===== config.mk =====
export PLATFORM = sky130hd
export DESIGN_NAME = vdp_copper_v2
export DESIGN_NICKNAME = d
export VERILOG_FILES = /design/src/rtl/vdp_copper_v2.sv
export SDC_FILE = /design/constraint.sdc
export NUM_CORES = 1
export LEC_CHECK = 0
export CAP_MARGIN = 20
export CORE_MARGIN = 4
export CORE_UTILIZATION = 45
export DETAILED_ROUTE_END_ITERATION = 12
export PLACE_DENSITY = 0.66
export SYNTH_ARGS = -nofsm -noshare
export SYNTH_HDL_FRONTEND = slang
export SYNTH_SLANG_ARGS = --single-unit

===== constraint.sdc =====
create_clock -name i_clk -period 3.5 [get_ports i_clk]
set_input_delay 0.875 -clock i_clk [delete_from_list [all_inputs] [get_ports i_clk]]
set_output_delay 0.875 -clock i_clk [all_outputs]
set_load 0.005 [all_outputs]

===== src/rtl/vdp_copper_v2.sv =====
// vdp_copper_v2 - raster-synchronised display-list coprocessor.
//
// Fetches 16-bit ops from copper RAM, waits on raster position and streams
// batched VDP register writes over a valid/ready handshake. Supports a
// call/return stack, halt, and a sticky fault flag.
//
// Ports:
//   i_clk, i_reset_n (sync, active low), i_enable (0 = hold in reset, keep fault)
//   i_raster_x / i_raster_y      current raster position
//   o_ram_read_address           copper RAM address (= pc), registered
//   i_ram_read_data              RAM word, valid the cycle after the address
//   o_reg_write_address/_data/_en, i_reg_write_ready   VDP write handshake
//   o_halted                     high in HALTED
//   o_fault                      sticky error flag, cleared only by i_reset_n
//
// state        | meaning
// S_ISSUE      | op address presented on the RAM port
// S_DECODE     | op word available, execute it
// S_DATA_ISSUE | data word address presented
// S_DATA_USE   | data word available, launch the register write
// S_WRITE_HS   | write held until accepted
// S_RASTER_WAIT| TARGET wait; pc+1 on hit
// S_BATCH_WAIT | auto Y-step wait between batches; resumes data without pc+1
// S_HALTED     | stopped until reset or disable

module vdp_copper_v2 #(
    parameter int PC_WIDTH       = 11,
    parameter int REG_ADDR_WIDTH = 6,
    parameter int X_WIDTH        = 11,
    parameter int Y_WIDTH        = 10,
    parameter int STACK_DEPTH    = 4
) (
    input  logic                      i_clk,
    input  logic                      i_reset_n,
    input  logic                      i_enable,
    input  logic [X_WIDTH-1:0]        i_raster_x,
    input  logic [Y_WIDTH-1:0]        i_raster_y,
    output logic [PC_WIDTH-1:0]       o_ram_read_address,
    input  logic [15:0]               i_ram_read_data,
    output logic [REG_ADDR_WIDTH-1:0] o_reg_write_address,
    output logic [15:0]               o_reg_write_data,
    output logic                      o_reg_write_en,
    input  logic                      i_reg_write_ready,
    output logic                      o_halted,
    output logic                      o_fault
);
    localparam int SP_WIDTH = $clog2(STACK_DEPTH + 1);
    localparam logic [PC_WIDTH-1:0] PC_ONE = 1;
    localparam logic [SP_WIDTH-1:0] SP_ONE = 1;
    localparam logic [Y_WIDTH-1:0]  Y_ONE  = 1;

    typedef enum logic [2:0] {
        S_ISSUE,
        S_DECODE,
        S_DATA_ISSUE,
        S_DATA_USE,
        S_WRITE_HS,
        S_RASTER_WAIT,
        S_BATCH_WAIT,
        S_HALTED
    } state_t;

    state_t                    r_state, w_state_nxt;
    logic [PC_WIDTH-1:0]       r_pc, w_pc_nxt, w_pc_inc;
    logic [SP_WIDTH-1:0]       r_sp, w_sp_nxt;
    logic [PC_WIDTH-1:0]       r_stack [STACK_DEPTH];
    logic                      w_push;
    logic [PC_WIDTH-1:0]       w_pop_val;
    logic [X_WIDTH-1:0]        r_target_x, w_target_x_nxt;
    logic [Y_WIDTH-1:0]        r_target_y, w_target_y_nxt;
    logic                      r_cmp_ge, w_cmp_ge_nxt;
    logic [1:0]                r_mode, w_mode_nxt;
    logic                      r_auto_wait, w_auto_wait_nxt;
    logic [4:0]                r_batches_m1, w_batches_m1_nxt;
    logic [5:0]                r_base, w_base_nxt;
    logic [2:0]                r_word_cnt, w_word_cnt_nxt;
    logic [4:0]                r_batch_cnt, w_batch_cnt_nxt;
    logic [REG_ADDR_WIDTH-1:0] r_wr_addr, w_wr_addr_nxt;
    logic [15:0]               r_wr_data, w_wr_data_nxt;
    logic                      r_wr_en, w_wr_en_nxt;
    logic                      r_fault, w_fault_nxt;
    logic                      w_hit;
    logic [2:0]                w_word_last;
    logic [PC_WIDTH-1:0]       w_flow_tgt;

    assign o_ram_read_address  = r_pc;
    assign o_reg_write_address = r_wr_addr;
    assign o_reg_write_data    = r_wr_data;
    assign o_reg_write_en      = r_wr_en;
    assign o_halted            = (r_state == S_HALTED);
    assign o_fault             = r_fault;

    assign w_pc_inc    = r_pc + PC_ONE;
    assign w_flow_tgt  = PC_WIDTH'(i_ram_read_data[11:0]);
    // Index of the last word in a batch: 0, 1, 3 or 7.
    assign w_word_last = 3'((4'd1 << r_mode) - 4'd1);

    // One cmp flag governs both axes of the target pair.
    always_comb begin
        if (r_cmp_ge) begin
            w_hit = (i_raster_y > r_target_y) ||
                    ((i_raster_y == r_target_y) && (i_raster_x >= r_target_x));
        end else begin
            w_hit = (i_raster_x == r_target_x) && (i_raster_y == r_target_y);
        end
    end

    always_comb begin
        w_pop_val = '0;
        for (int i = 0; i < STACK_DEPTH; i++) begin
            if (r_sp == SP_WIDTH'(i + 1)) begin
                w_pop_val = r_stack[i];
            end
        end
    end

    always_comb begin
        w_state_nxt      = r_state;
        w_pc_nxt         = r_pc;
        w_sp_nxt         = r_sp;
        w_push           = 1'b0;
        w_target_x_nxt   = r_target_x;
        w_target_y_nxt   = r_target_y;
        w_cmp_ge_nxt     = r_cmp_ge;
        w_mode_nxt       = r_mode;
        w_auto_wait_nxt  = r_auto_wait;
        w_batches_m1_nxt = r_batches_m1;
        w_base_nxt       = r_base;
        w_word_cnt_nxt   = r_word_cnt;
        w_batch_cnt_nxt  = r_batch_cnt;
        w_wr_addr_nxt    = r_wr_addr;
        w_wr_data_nxt    = r_wr_data;
        w_wr_en_nxt      = r_wr_en;
        w_fault_nxt      = r_fault;

        case (r_state)
            S_ISSUE: w_state_nxt = S_DECODE;

            S_DECODE: begin
                case (i_ram_read_data[15:14])
                    2'd0: begin
                        w_cmp_ge_nxt = i_ram_read_data[13];
                        if (i_ram_read_data[11]) begin
                            w_target_y_nxt = Y_WIDTH'(i_ram_read_data[10:0]);
                        end else begin
                            w_target_x_nxt = X_WIDTH'(i_ram_read_data[10:0]);
                        end
                        if (i_ram_read_data[12]) begin
                            w_state_nxt = S_RASTER_WAIT;
                        end else begin
                            w_pc_nxt    = w_pc_inc;
                            w_state_nxt = S_ISSUE;
                        end
                    end
                    2'd1: begin
                        w_mode_nxt       = i_ram_read_data[13:12];
                        w_auto_wait_nxt  = i_ram_read_data[11];
                        w_batches_m1_nxt = i_ram_read_data[10:6];
                        w_base_nxt       = i_ram_read_data[5:0];
                        w_word_cnt_nxt   = '0;
                        w_batch_cnt_nxt  = '0;
                        w_pc_nxt         = w_pc_inc;
                        w_state_nxt      = S_DATA_ISSUE;
                    end
                    2'd2: begin
                        case (i_ram_read_data[13:12])
                            2'd0: begin
                                w_pc_nxt    = w_flow_tgt;
                                w_state_nxt = S_ISSUE;
                            end
                            2'd1: begin
                                // A full stack degrades the call to a plain jump.
                                if (r_sp == SP_WIDTH'(STACK_DEPTH)) begin
                                    w_fault_nxt = 1'b1;
                                end else begin
                                    w_push   = 1'b1;
                                    w_sp_nxt = r_sp + SP_ONE;
                                end
                                w_pc_nxt    = w_flow_tgt;
                                w_state_nxt = S_ISSUE;
                            end
                            2'd2: begin
                                if (r_sp == '0) begin
                                    w_fault_nxt = 1'b1;
                                    w_state_nxt = S_HALTED;
                                end else begin
                                    w_pc_nxt    = w_pop_val;
                                    w_sp_nxt    = r_sp - SP_ONE;
                                    w_state_nxt = S_ISSUE;
                                end
                            end
                            default: w_state_nxt = S_HALTED;
                        endcase
                    end
                    default: begin
                        w_fault_nxt = 1'b1;
                        w_pc_nxt    = w_pc_inc;
                        w_state_nxt = S_ISSUE;
                    end
                endcase
            end

            S_DATA_ISSUE: w_state_nxt = S_DATA_USE;

            S_DATA_USE: begin
                w_wr_data_nxt = i_ram_read_data;
                w_wr_addr_nxt = REG_ADDR_WIDTH'(r_base) + REG_ADDR_WIDTH'(r_word_cnt);
                w_wr_en_nxt   = 1'b1;
                w_state_nxt   = S_WRITE_HS;
            end

            S_WRITE_HS: begin
                if (i_reg_write_ready) begin
                    w_wr_en_nxt = 1'b0;
                    w_pc_nxt    = w_pc_inc;
                    if (r_word_cnt != w_word_last) begin
                        w_word_cnt_nxt = r_word_cnt + 3'd1;
                        w_state_nxt    = S_DATA_ISSUE;
                    end else if (r_batch_cnt == r_batches_m1) begin
                        w_state_nxt = S_ISSUE;
                    end else begin
                        w_word_cnt_nxt  = '0;
                        w_batch_cnt_nxt = r_batch_cnt + 5'd1;
                        if (r_auto_wait) begin
                            w_target_y_nxt = r_target_y + Y_ONE;
                            w_state_nxt    = S_BATCH_WAIT;
                        end else begin
                            w_state_nxt = S_DATA_ISSUE;
                        end
                    end
                end
            end

            S_RASTER_WAIT: begin
                if (w_hit) begin
                    w_pc_nxt    = w_pc_inc;
                    w_state_nxt = S_ISSUE;
                end
            end

            S_BATCH_WAIT: begin
                if (w_hit) begin
                    w_state_nxt = S_DATA_ISSUE;
                end
            end

            S_HALTED: w_state_nxt = S_HALTED;

            default: w_state_nxt = S_ISSUE;
        endcase
    end

    // Disable behaves as reset except that the fault flag survives it.
    always_ff @(posedge i_clk) begin
        if (!i_reset_n || !i_enable) begin
            r_state      <= S_ISSUE;
            r_pc         <= '0;
            r_sp         <= '0;
            r_target_x   <= '0;
            r_target_y   <= '0;
            r_cmp_ge     <= 1'b0;
            r_mode       <= '0;
            r_auto_wait  <= 1'b0;
            r_batches_m1 <= '0;
            r_base       <= '0;
            r_word_cnt   <= '0;
            r_batch_cnt  <= '0;
            r_wr_addr    <= '0;
            r_wr_data    <= '0;
            r_wr_en      <= 1'b0;
            if (!i_reset_n) begin
                r_fault <= 1'b0;
            end
        end else begin
            r_state      <= w_state_nxt;
            r_pc         <= w_pc_nxt;
            r_sp         <= w_sp_nxt;
            r_target_x   <= w_target_x_nxt;
            r_target_y   <= w_target_y_nxt;
            r_cmp_ge     <= w_cmp_ge_nxt;
            r_mode       <= w_mode_nxt;
            r_auto_wait  <= w_auto_wait_nxt;
            r_batches_m1 <= w_batches_m1_nxt;
            r_base       <= w_base_nxt;
            r_word_cnt   <= w_word_cnt_nxt;
            r_batch_cnt  <= w_batch_cnt_nxt;
            r_wr_addr    <= w_wr_addr_nxt;
            r_wr_data    <= w_wr_data_nxt;
            r_wr_en      <= w_wr_en_nxt;
            r_fault      <= w_fault_nxt;
        end
    end

    // Stack storage needs no reset: entries above sp are never read.
    always_ff @(posedge i_clk) begin
        if (i_reset_n && i_enable && w_push) begin
            for (int i = 0; i < STACK_DEPTH; i++) begin
                if (r_sp == SP_WIDTH'(i)) begin
                    r_stack[i] <= w_pc_inc;
                end
            end
        end
    end

endmodule


==> impl_metrics.py, run 1 <==
metrics = {
    "timing": {
        "max_freq_ghz": 0.338,
        "rsz0062_at_grt": "false",
        "hold_ws_ns": 0.447,
        "finalCritPeriodShare": 0.846,
        "final_max_slew_viol_count": 0,
        "timing.setup.tns_ns": 0,
        "relSlewSlack": 0.476,
        "worstMarginPinSlew_ns": 0.783,
        "skew_ns": 0.00898,
        "fin_crit_ns": 2.96,
        "setup_viol": 0,
        "hold_violations": 0,
    },
    "floorplan": {
        "core_sq_um": 14500,
        "die-area_sq_um": 16900,
        "pin_count": 77,
        "die_w_microns": 130,
        "die_h_microns": 130,
        "start_util": 0.461,
        "rows": 44,
    },
    "global_route": {
        "antenna_found_initial": 0,
        "grt_max_degree": 49,
        "grt_pass1_vias": 5890,
        "grt_usage": 0.228,
        "grt_overflow": 0,
        "grt_first_pass_wirelength_mm": 30.0,
    },
    "worst_setup_path": {
        "r2r_start": "r_state[0]$_SDFFE_PN0P_",
        "path_cells": "clkdlybuf4s50_1 -> inv_1 -> ha_1 -> nand2b_1 -> a211oi_1 -> or4_1 -> a41oi_1 -> buf_4 -> a31oi_1 -> nor4b_1 -> nor3_1",
        "cp.depth": 11,
        "worst-path-max-fanout": 3,
        "worst-r2r-cell-count": 5,
        "rrSetupSlack_ns": 0.76,
        "endpoint_kind": "register",
        "critical_path_class": "in -> reg",
        "cp_num_buf_inv": 3,
        "worstPathArrival_ns": 3.25,
        "critPathTopFamily": "simple AND/OR/NAND/NOR gates",
        "cp_data_required_time_ns": 3.78,
        "start_kind": "input pin",
        "critical_path.max_stage_delay_ns": 0.46,
        "timing.rr.end": "r_stack[2][9]$_DFFE_PP_",
        "crit_path_top_delay_cell": "clkdlybuf4s50_1",
    },
    "synth": {
        "synth_top_cells_by_area": "dfxtp_1 25%, edfxtp_1 20%, nand2_1 9.5%",
        "synth_enable_flop_cells": 45,
        "syn_nets": 846,
        "yosysTopAreaCell": "dfxtp_1",
        "syn_inst": 770,
        "ys_ff_latch": 129,
        "yosysWarnings": 0,
        "synth_cell_types": 55,
        "synth-async-reset-ratio": 0,
        "synth.top_cell.area_share": 0.251,
        "netlist_area_sq_um": 6690,
        "yosys_most_used_dff": "dfxtp_1",
        "synth_area_per_cell_sq_um": 8.69,
        "yosysSeqAreaShare": 0.453,
    },
    "clocking": {
        "cts_tree": "yes",
        "path_clk_slew_ns": 0.05,
        "cts_root_buf": "clkbuf_16",
        "cts_inserted_buffers": 17,
        "clk-insertion-delay-late_ns": 0.42,
        "cts_setup_buffers": 0,
        "cts_resized": 0,
        "cts_sinks": 129,
        "clock_path_buffers": 2,
        "holdBufCountCts": 0,
        "h-tree-depth": 4,
    },
    "min_path": {
        "hold_class": "reg -> reg",
        "hold_depth": 2,
        "min-delay-start": "o_reg_write_address[3]$_SDFFE_PN0P_",
        "min_to": "o_reg_write_address[3]$_SDFFE_PN0P_",
    },
    "detailed_routing": {
        "via_per_inst": 5.69,
        "routedWlPerCell_microns": 17.7,
        "dr_wl_met2_mm": 9.04,
        "met3_wirelength_mm": 1.03,
        "dr.pass1.iters": 6,
        "m1WireLength_mm": 7.81,
        "route.vias.total": 5920,
        "drc": 0,
        "top_layer_used": "met4",
        "finalWirelength_mm": 18.4,
        "first_iter_violations": 538,
        "ant_nets": 0,
    },
    "place": {
        "gp_congestion": 0.847,
        "dp_hpwl_mm": 13.6,
        "io_buffers": 76,
    },
    "final_layout": {
        "nNetsFinal": 919,
        "antenna_cells": 0,
        "area_growth_pct": 22.8,
        "drive_gt1_frac": 0.0748,
    },
    "pwr": {
        "power.density_nw_per_um2": 426,
        "finalPower_mw": 3.50,
        "peakVddDrop_uv": 307,
        "total_leakage_power_nw": 2.85,
    },
    "status": {
        "status": "finished clean",
    },
    "run": {
        "maxCapViolCount": 0,
    },
}
[report_power, final]
group          internal [mW]  switching, mW  total, mW
sequential              1.56         0.0154       1.57
clock                   1.05          0.623       1.67
combinational          0.111          0.147      0.258
total                   2.72          0.785       3.50
[area by class of cell]
type / instances / area (sq um)
clock inverters: 5 / 52.6
fillers: 1333 / 6310
clock buffers: 27 / 503
flip-flops and latches: 129 / 3030
inverters: 33 / 124
well taps: 184 / 230
repair buffers: 94 / 921
multi-input cells: 568 / 3360
[worst max path at each step]
stage	start	end	slack, ns
floorplan	i_ram_read_data[14]	r_stack[3][0]$_DFFE_PP_	0.55
global placement	i_raster_x[0]	o_ram_read_address[2]$_SDFFE_PN0P_	0.19
detailed placement	i_raster_x[0]	o_ram_read_address[6]$_SDFFE_PN0P_	0.10
CTS	i_raster_x[0]	o_ram_read_address[6]$_SDFFE_PN0P_	0.53
global route	i_raster_y[3]	r_state[0]$_SDFFE_PN0P_	0.29
finish	i_raster_x[0]	r_state[1]$_SDFFE_PN0P_	0.54
[kinds of logic (layout without fill, tap and decap cells)]
family,count (synthesis),in the layout,share of synthesized area
buffers and inverters,73,159,0.0469
AOI/OAI and AO/OA,201,201,0.197
xor gates and xnor gates,24,24,0.0314
DFF,129,129,0.453
adders and majority gates,35,35,0.0665
muxes,5,5,0.00748
and+or+nand+nor,303,303,0.198
[stage by stage]
stage	instance area (sq um)	std cells	utilization	setup WS (ns)
floorplan	6690	770	-	0.550
global route	8220	1040	0.566	0.294
global placement	7660	1008	0.527	0.189
detailed placement	7660	1008	0.527	0.105
finish	8220	1040	0.566	0.538
CTS	8220	1040	0.566	0.535
[routing by layer]
| layer | track usage | vias up |
|---|---|---|
| li1 | - | 2859 |
| met1 | 0.286 | 2827 |
| met2 | 0.379 | 184 |
| met3 | 0.0589 | 50 |
| met4 | 0.0844 | 0 |
| met5 | 0 | - |
[cells in the mapped netlist, drive strengths merged (2+ instances only)]
| library cell | count |
|---|---|
| and3 | 5 |
| and3b | 3 |
| a31oi | 8 |
| a211oi | 8 |
| a311oi | 14 |
| nor2b | 6 |
| ha | 34 |
| and2 | 7 |
| mux2i | 5 |
| o31ai | 3 |
| xnor2 | 11 |
| or2 | 4 |
| o21ai | 43 |
| inv | 33 |
| or3 | 2 |
| nand2b | 12 |
| o2111ai | 2 |
| nor4 | 3 |
| a32o | 3 |
| nand4 | 5 |
| nand3 | 11 |
| clkbuf | 32 |
| o221ai | 2 |
| o21a | 2 |
| a41oi | 2 |
| a21o | 3 |
| dfxtp | 84 |
| or3b | 2 |
| edfxtp | 45 |
| nand2 | 169 |
| o22ai | 2 |
| o211ai | 11 |
| a21oi | 82 |
| a211o | 8 |
| xor2 | 13 |
| a32oi | 2 |
| buf | 8 |
| nor3 | 13 |
| nor2 | 58 |
[flip-flops by register name, summed over array words and instances, names as in the netlist]
register	count
r_batches_m1	5
r_target_x	11
o_ram_read_address	11
o_reg_write_data	16
r_state	3
o_reg_write_en	1
r_cmp_ge	1
r_stack	44
r_mode	2
r_word_cnt	3
r_target_y	10
r_batch_cnt	5
o_fault	1
r_base	6
r_sp	3
r_auto_wait	1
o_reg_write_address	6
[layout by cell type (no fill, tap or decap), drive strengths merged, types with 12 or more instances in the layout]
| cell type | instances |
|---|---|
| dfxtp | 84 |
| clkbuf | 27 |
| ha | 34 |
| edfxtp | 45 |
| o21ai | 43 |
| inv | 33 |
| nand2b | 12 |
| nand2 | 169 |
| xor2 | 13 |
| nor3 | 13 |
| a311oi | 14 |
| buf | 18 |
| a21oi | 82 |
| nor2 | 58 |
| clkdlybuf4s50 | 76 |
[worst reg2reg max path: stages (launching register included)]
cell,delay (ns)
dfxtp_1,0.63
or3b_1,0.57
or2_2,0.37
nor4_1,0.35
and2_1,0.35
buf_12,0.17
Power figures use the tool's default switching activity.
==> run 2: changes to the inputs <==
--- a/config.mk
+++ b/config.mk
@@ -9,7 +9,7 @@
 export CORE_MARGIN = 4
 export CORE_UTILIZATION = 45
 export DETAILED_ROUTE_END_ITERATION = 12
-export PLACE_DENSITY = 0.66
+export PLACE_DENSITY = 0.69
 export SYNTH_ARGS = -nofsm -noshare
 export SYNTH_HDL_FRONTEND = slang
 export SYNTH_SLANG_ARGS = --single-unit
==> constraint.sdc (replaced) <==
create_clock -name i_clk -period 2.4 [get_ports i_clk]
set_input_delay 0.6 -clock i_clk [delete_from_list [all_inputs] [get_ports i_clk]]
set_output_delay 0.6 -clock i_clk [all_outputs]
set_load 0.005 [all_outputs]
==> run 2 against run 1 <==
Effect of this change:
- register-to-register slack lost 0.72 ns
- routed wire length grew 8.5%
- first-iteration DRC count shrank 7.1%
- combinational power grew 91%
- setup slack lost 0.52 ns
==> impl_metrics.py, run 2 (synthesis results as in run 1) <==
metrics = {
    "global_route": {
        "grt_first_pass_wirelength_mm": 31.0,
        "grt_overflow": 0,
        "antenna_found_initial": 0,
        "grt_max_degree": 86,
        "grt_usage": 0.236,
        "grt_pass1_vias": 6185,
    },
    "timing": {
        "worstMarginPinSlew_ns": 0.585,
        "fin_ws_ns": 0.0186,
        "fin_crit_ns": 2.38,
        "skew_ns": 0.0132,
        "hold_violations": 0,
        "rsz0062_at_grt": "true",
        "finalCritPeriodShare": 0.992,
        "relSlewSlack": 0.606,
        "max_freq_ghz": 0.420,
        "final_max_slew_viol_count": 0,
        "timing.setup.tns_ns": 0,
        "setup_viol": 0,
        "hold_ws_ns": 0.451,
    },
    "clocking": {
        "path_clk_slew_ns": 0.06,
        "clock_path_buffers": 2,
        "h-tree-depth": 4,
        "cts_inserted_buffers": 17,
        "holdBufCountCts": 0,
        "cts_root_buf": "clkbuf_16",
        "cts_sinks": 129,
        "cts_tree": "yes",
        "clk-insertion-delay-late_ns": 0.42,
    },
    "final_layout": {
        "area_growth_pct": 36.3,
        "top_register": "r_stack",
        "largest_reg_flops": 44,
        "drive_gt1_frac": 0.198,
        "final_area_sq_um": 9120,
        "nNetsFinal": 992,
        "final_cell_mix": "168 x nand2_1, 82 x a21oi_1, 78 x buf_4",
        "final_common_cell": "nand2_1",
        "antenna_cells": 0,
    },
    "floorplan": {
        "die_h_microns": 130,
        "core_sq_um": 14500,
        "start_util": 0.461,
        "die_w_microns": 130,
        "rows": 44,
        "pin_count": 77,
        "die-area_sq_um": 16900,
    },
    "worst_setup_path": {
        "worstPathArrival_ns": 2.71,
        "path_cells": "dlygate4sd2_1 -> ha_4 -> nand4_1 -> or4_4 -> a41oi_4 -> a21bo_4 -> buf_6 -> buf_4 -> nor2_1 -> a311oi_2",
        "endpoint_kind": "register",
        "start_kind": "input pin",
        "cp_data_required_time_ns": 2.73,
        "worst-path-max-fanout": 5,
        "rrSetupSlack_ns": 0.04,
        "critical_path.max_stage_delay_ns": 0.47,
        "critical_path_class": "in -> reg",
        "crit_path_top_delay_cell": "or4_4",
    },
    "detailed_routing": {
        "ant_nets": 0,
        "via_per_inst": 5.63,
        "drc": 0,
        "finalWirelength_mm": 20.0,
        "route.vias.total": 6264,
        "routedWlPerCell_microns": 18.0,
        "dr.pass1.iters": 6,
        "first_iter_violations": 500,
    },
    "place": {
        "gp_congestion": 0.877,
        "io_buffers": 76,
        "dp_hpwl_mm": 14.4,
        "placed_cell_area_sq_um": 8170,
        "dp_slack_ns": -0.955,
    },
    "pwr": {
        "total_leakage_power_nw": 3.33,
        "finalPower_mw": 5.39,
        "power.density_nw_per_um2": 591,
        "peakVddDrop_uv": 490,
    },
    "run": {
        "maxCapViolCount": 0,
    },
    "min_path": {
        "hold_class": "reg -> reg",
    },
    "status": {
        "status": "finished clean",
    },
}
-- run 2: final cells by class --
class / count / area [sq um]
fill: 1195 / 5410
multi-input combinational: 568 / 3620
sequential: 129 / 3040
timing repair buffer: 167 / 1510
clock buffer: 18 / 429
tap: 184 / 230
clock inverter: 14 / 164
inverter: 33 / 126
-- run 2: layer usage --
metal,vias to the layer above,global-route usage,wire length [microns]
met3,44,0.0467,1190
met5,-,0,0
met1,2994,0.302,8470
li1,3004,-,-
met4,0,0.0862,498
met2,222,0.399,9830
-- run 2: final timing paths --
path                                                     startpoint                             endpoint  cells after the start
worst max-delay path                                  i_raster_x[9]   o_ram_read_address[1]$_SDFFE_PN0P_                     10
worst min-delay path            o_reg_write_address[2]$_SDFFE_PN0P_  o_reg_write_address[2]$_SDFFE_PN0P_                      2
worst min register to register  o_reg_write_address[2]$_SDFFE_PN0P_  o_reg_write_address[2]$_SDFFE_PN0P_                      2
worst max register to register           r_target_y[4]$_SDFFE_PN0P_   o_ram_read_address[3]$_SDFFE_PN0P_                     10
-- run 2: what timing repair did --
item	in CTS	in global routing
setup buffers	4	9
endpoints found under the hold margin	0	0
cloned	1	0
endpoints found under the setup margin	14	18
resized for setup	60	33
pin swaps	40	18
-- run 2: metrics by stage --
stage / util / instances
3_3_place_gp: 0.562 / 1070
3_5_place_dp: 0.562 / 1070
4_1_cts: 0.617 / 1107
6_report: 0.628 / 1113
5_1_grt: 0.628 / 1113
2_1_floorplan: - / 770
-- run 2: worst max-delay path, delay by kind of cell --
kind,cells,cell delay [ns]
AND/OR/NAND/NOR,3,0.67
AO/OA/AOI/OAI,3,0.66
buffers and inverters,3,0.49
adder cells (fa/ha/maj),1,0.28
-- run 2: power breakdown --
group	internal [mW]	switching, mW	total, mW
clock	1.63	0.980	2.61
sequential	2.27	0.0168	2.29
combinational	0.229	0.265	0.494
==> run 3: changes to the inputs <==
--- a/config.mk
+++ b/config.mk
@@ -9,6 +9,7 @@
 export CORE_MARGIN = 4
 export CORE_UTILIZATION = 45
 export DETAILED_ROUTE_END_ITERATION = 12
+export GPL_TIMING_DRIVEN = 0
 export PLACE_DENSITY = 0.69
 export SYNTH_ARGS = -nofsm -noshare
 export SYNTH_HDL_FRONTEND = slang
==> run 3 against run 2 <==
Effect of this change:
- register-to-register slack barely moved
- first-iteration DRC count down 2.2%
- sequential share of layout area up 1.1 points
==> impl_metrics.py, run 3 (synthesis results as in run 1) <==
metrics = {
    "final_layout": {
        "utilization": 0.611,
        "largest_reg_flops": 44,
        "final_common_cell": "nand2_1",
        "finalNonFillerCells": 1085,
        "top_register": "r_stack",
        "area_growth_pct": 32.6,
        "drive_gt1_frac": 0.173,
        "antenna_cells": 0,
        "nNetsFinal": 965,
        "final_cell_mix": "169 x nand2_1, 82 x a21oi_1, 70 x dfxtp_1",
    },
    "detailed_routing": {
        "finalWirelength_mm": 20.2,
        "dr.pass1.iters": 5,
        "dr_wl_met2_mm": 9.56,
        "routedWlPerCell_microns": 18.6,
        "route.vias.total": 6163,
        "ant_nets": 0,
        "via_per_inst": 5.68,
        "first_iter_violations": 489,
        "top_layer_used": "met4",
        "met3_wirelength_mm": 1.07,
        "m1WireLength_mm": 8.90,
        "drc": 0,
    },
    "place": {
        "dp_hpwl_mm": 14.0,
        "gp_congestion": 0.890,
        "dp_slack_ns": -0.874,
        "io_buffers": 76,
        "placed_cells": 1031,
    },
    "worst_setup_path": {
        "path_cells": "clkdlybuf4s15_2 -> ha_4 -> nand4_1 -> or4_4 -> a41oi_4 -> a21bo_4 -> buf_6 -> mux2i_1 -> nor2_1",
        "critPathTopFamily": "simple AND/OR/NAND/NOR gates",
        "critical_path_class": "in -> reg",
        "worstSetupEndpoint": "o_ram_read_address[2]$_SDFFE_PN0P_",
        "cp_num_buf_inv": 2,
        "rrSetupSlack_ns": 0.03,
        "worst-path-max-fanout": 5,
        "timing.rr.end": "o_ram_read_address[2]$_SDFFE_PN0P_",
        "r2r_start": "r_target_x[9]$_SDFFE_PN0P_",
        "worstPathArrival_ns": 2.67,
        "endpoint_kind": "register",
        "worst-r2r-cell-count": 9,
        "crit_start": "i_raster_x[9]",
        "critical_path.max_stage_delay_ns": 0.58,
        "start_kind": "input pin",
        "cp.depth": 9,
        "crit_path_top_delay_cell": "or4_4",
        "cp_data_required_time_ns": 2.68,
    },
    "clocking": {
        "h-tree-depth": 4,
        "cts_inserted_buffers": 17,
        "path_clk_slew_ns": 0.05,
        "cts_root_buf": "clkbuf_16",
        "cts_sinks": 129,
        "cts_tree": "yes",
        "clk-insertion-delay-late_ns": 0.42,
        "holdBufCountCts": 0,
        "clock_path_buffers": 2,
    },
    "timing": {
        "relSlewSlack": 0.473,
        "rsz0062_at_grt": "true",
        "hold_violations": 0,
        "worstMarginPinSlew_ns": 0.791,
        "setup_viol": 0,
        "fin_crit_ns": 2.39,
        "hold_ws_ns": 0.452,
        "final_max_slew_viol_count": 0,
        "max_freq_ghz": 0.419,
        "skew_ns": 0.00702,
        "finalCritPeriodShare": 0.994,
        "fin_ws_ns": 0.0138,
    },
    "pwr": {
        "p_sw_mw": 1.25,
        "total_leakage_power_nw": 3.09,
        "power.density_nw_per_um2": 597,
        "intPower_mw": 4.05,
        "pwr-share-comb": 0.089,
        "finalPower_mw": 5.30,
        "peakVddDrop_uv": 440,
        "power_frac_clock": 0.479,
        "swShare": 0.236,
        "pwr-share-seq": 0.432,
    },
    "floorplan": {
        "rows": 44,
        "die-area_sq_um": 16900,
        "pin_count": 77,
        "core_sq_um": 14500,
        "die_h_microns": 130,
        "start_util": 0.461,
        "die_w_microns": 130,
    },
    "global_route": {
        "grt_pass1_vias": 5955,
        "grt_overflow": 0,
        "antenna_found_initial": 0,
        "grt_max_degree": 17,
        "grt_usage": 0.244,
        "grt_first_pass_wirelength_mm": 31.7,
    },
    "run": {
        "maxCapViolCount": 0,
    },
    "status": {
        "status": "finished clean",
    },
    "min_path": {
        "hold_class": "reg -> reg",
    },
}
[run 3: worst min path at each step]
stage                                                 start                                end  slack, ns  cells after the start
after global placement     o_reg_write_data[8]$_SDFFE_PN0P_   o_reg_write_data[8]$_SDFFE_PN0P_       0.44                      2
after global routing      o_reg_write_data[10]$_SDFFE_PN0P_  o_reg_write_data[10]$_SDFFE_PN0P_       0.46                      2
after detailed placement  o_reg_write_data[10]$_SDFFE_PN0P_  o_reg_write_data[10]$_SDFFE_PN0P_       0.45                      2
final                            r_target_x[4]$_SDFFE_PN0P_         r_target_x[4]$_SDFFE_PN0P_       0.45                      2
after floorplan                 r_target_x[10]$_SDFFE_PN0P_        r_target_x[10]$_SDFFE_PN0P_       0.44                      2
after CTS                        r_target_x[5]$_SDFFE_PN0P_         r_target_x[5]$_SDFFE_PN0P_       0.45                      2
[run 3: per-stage QoR]
stage	TNS, ns	area (sq um)
after CTS	-0.0713	8800
after global routing	-0.0459	8870
after detailed placement	-49.66	7710
after floorplan	0	6710
final	0	8870
after global placement	-54.15	7700
[run 3: power by group through the flow]
stage	logic (mW)	clock network (mW)	registers [mW]
after floorplan	0.203	0	2.33
after global placement	0.390	0	2.34
after detailed placement	0.394	0	2.34
after CTS	0.458	2.56	2.29
after global routing	0.510	2.69	2.29
final	0.473	2.54	2.29
[run 3: metal layers]
| layer | track usage | vias to the layer above |
|---|---|---|
| met5 | 0 | - |
| met4 | 0.0911 | 0 |
| met3 | 0.0544 | 43 |
| met2 | 0.398 | 181 |
| met1 | 0.318 | 2979 |
| li1 | - | 2960 |
[run 3: timing repair]
action | CTS | global route
setup buffers | 20 | 3
resized for setup | 125 | 26
pin swaps | 47 | 20
gates cloned | 2 | 0
endpoints found under the hold margin | 0 | 0
setup endpoints to repair | 65 | 73
[run 3: area by class of cell]
type	count	area, sq um
repair buffers	100	978
flip-flops and latches	129	3060
fillers	1259	5660
clock buffers	22	464
well taps	184	230
multi-input cells	568	3700
inverters	33	129
clock inverters	9	108
plain buffers	40	213
[run 3: worst min-delay path, stage by stage, from the launching register on]
cell     delay (ns)
dfxtp_2        0.31
nand2_1        0.05
a21oi_1        0.05
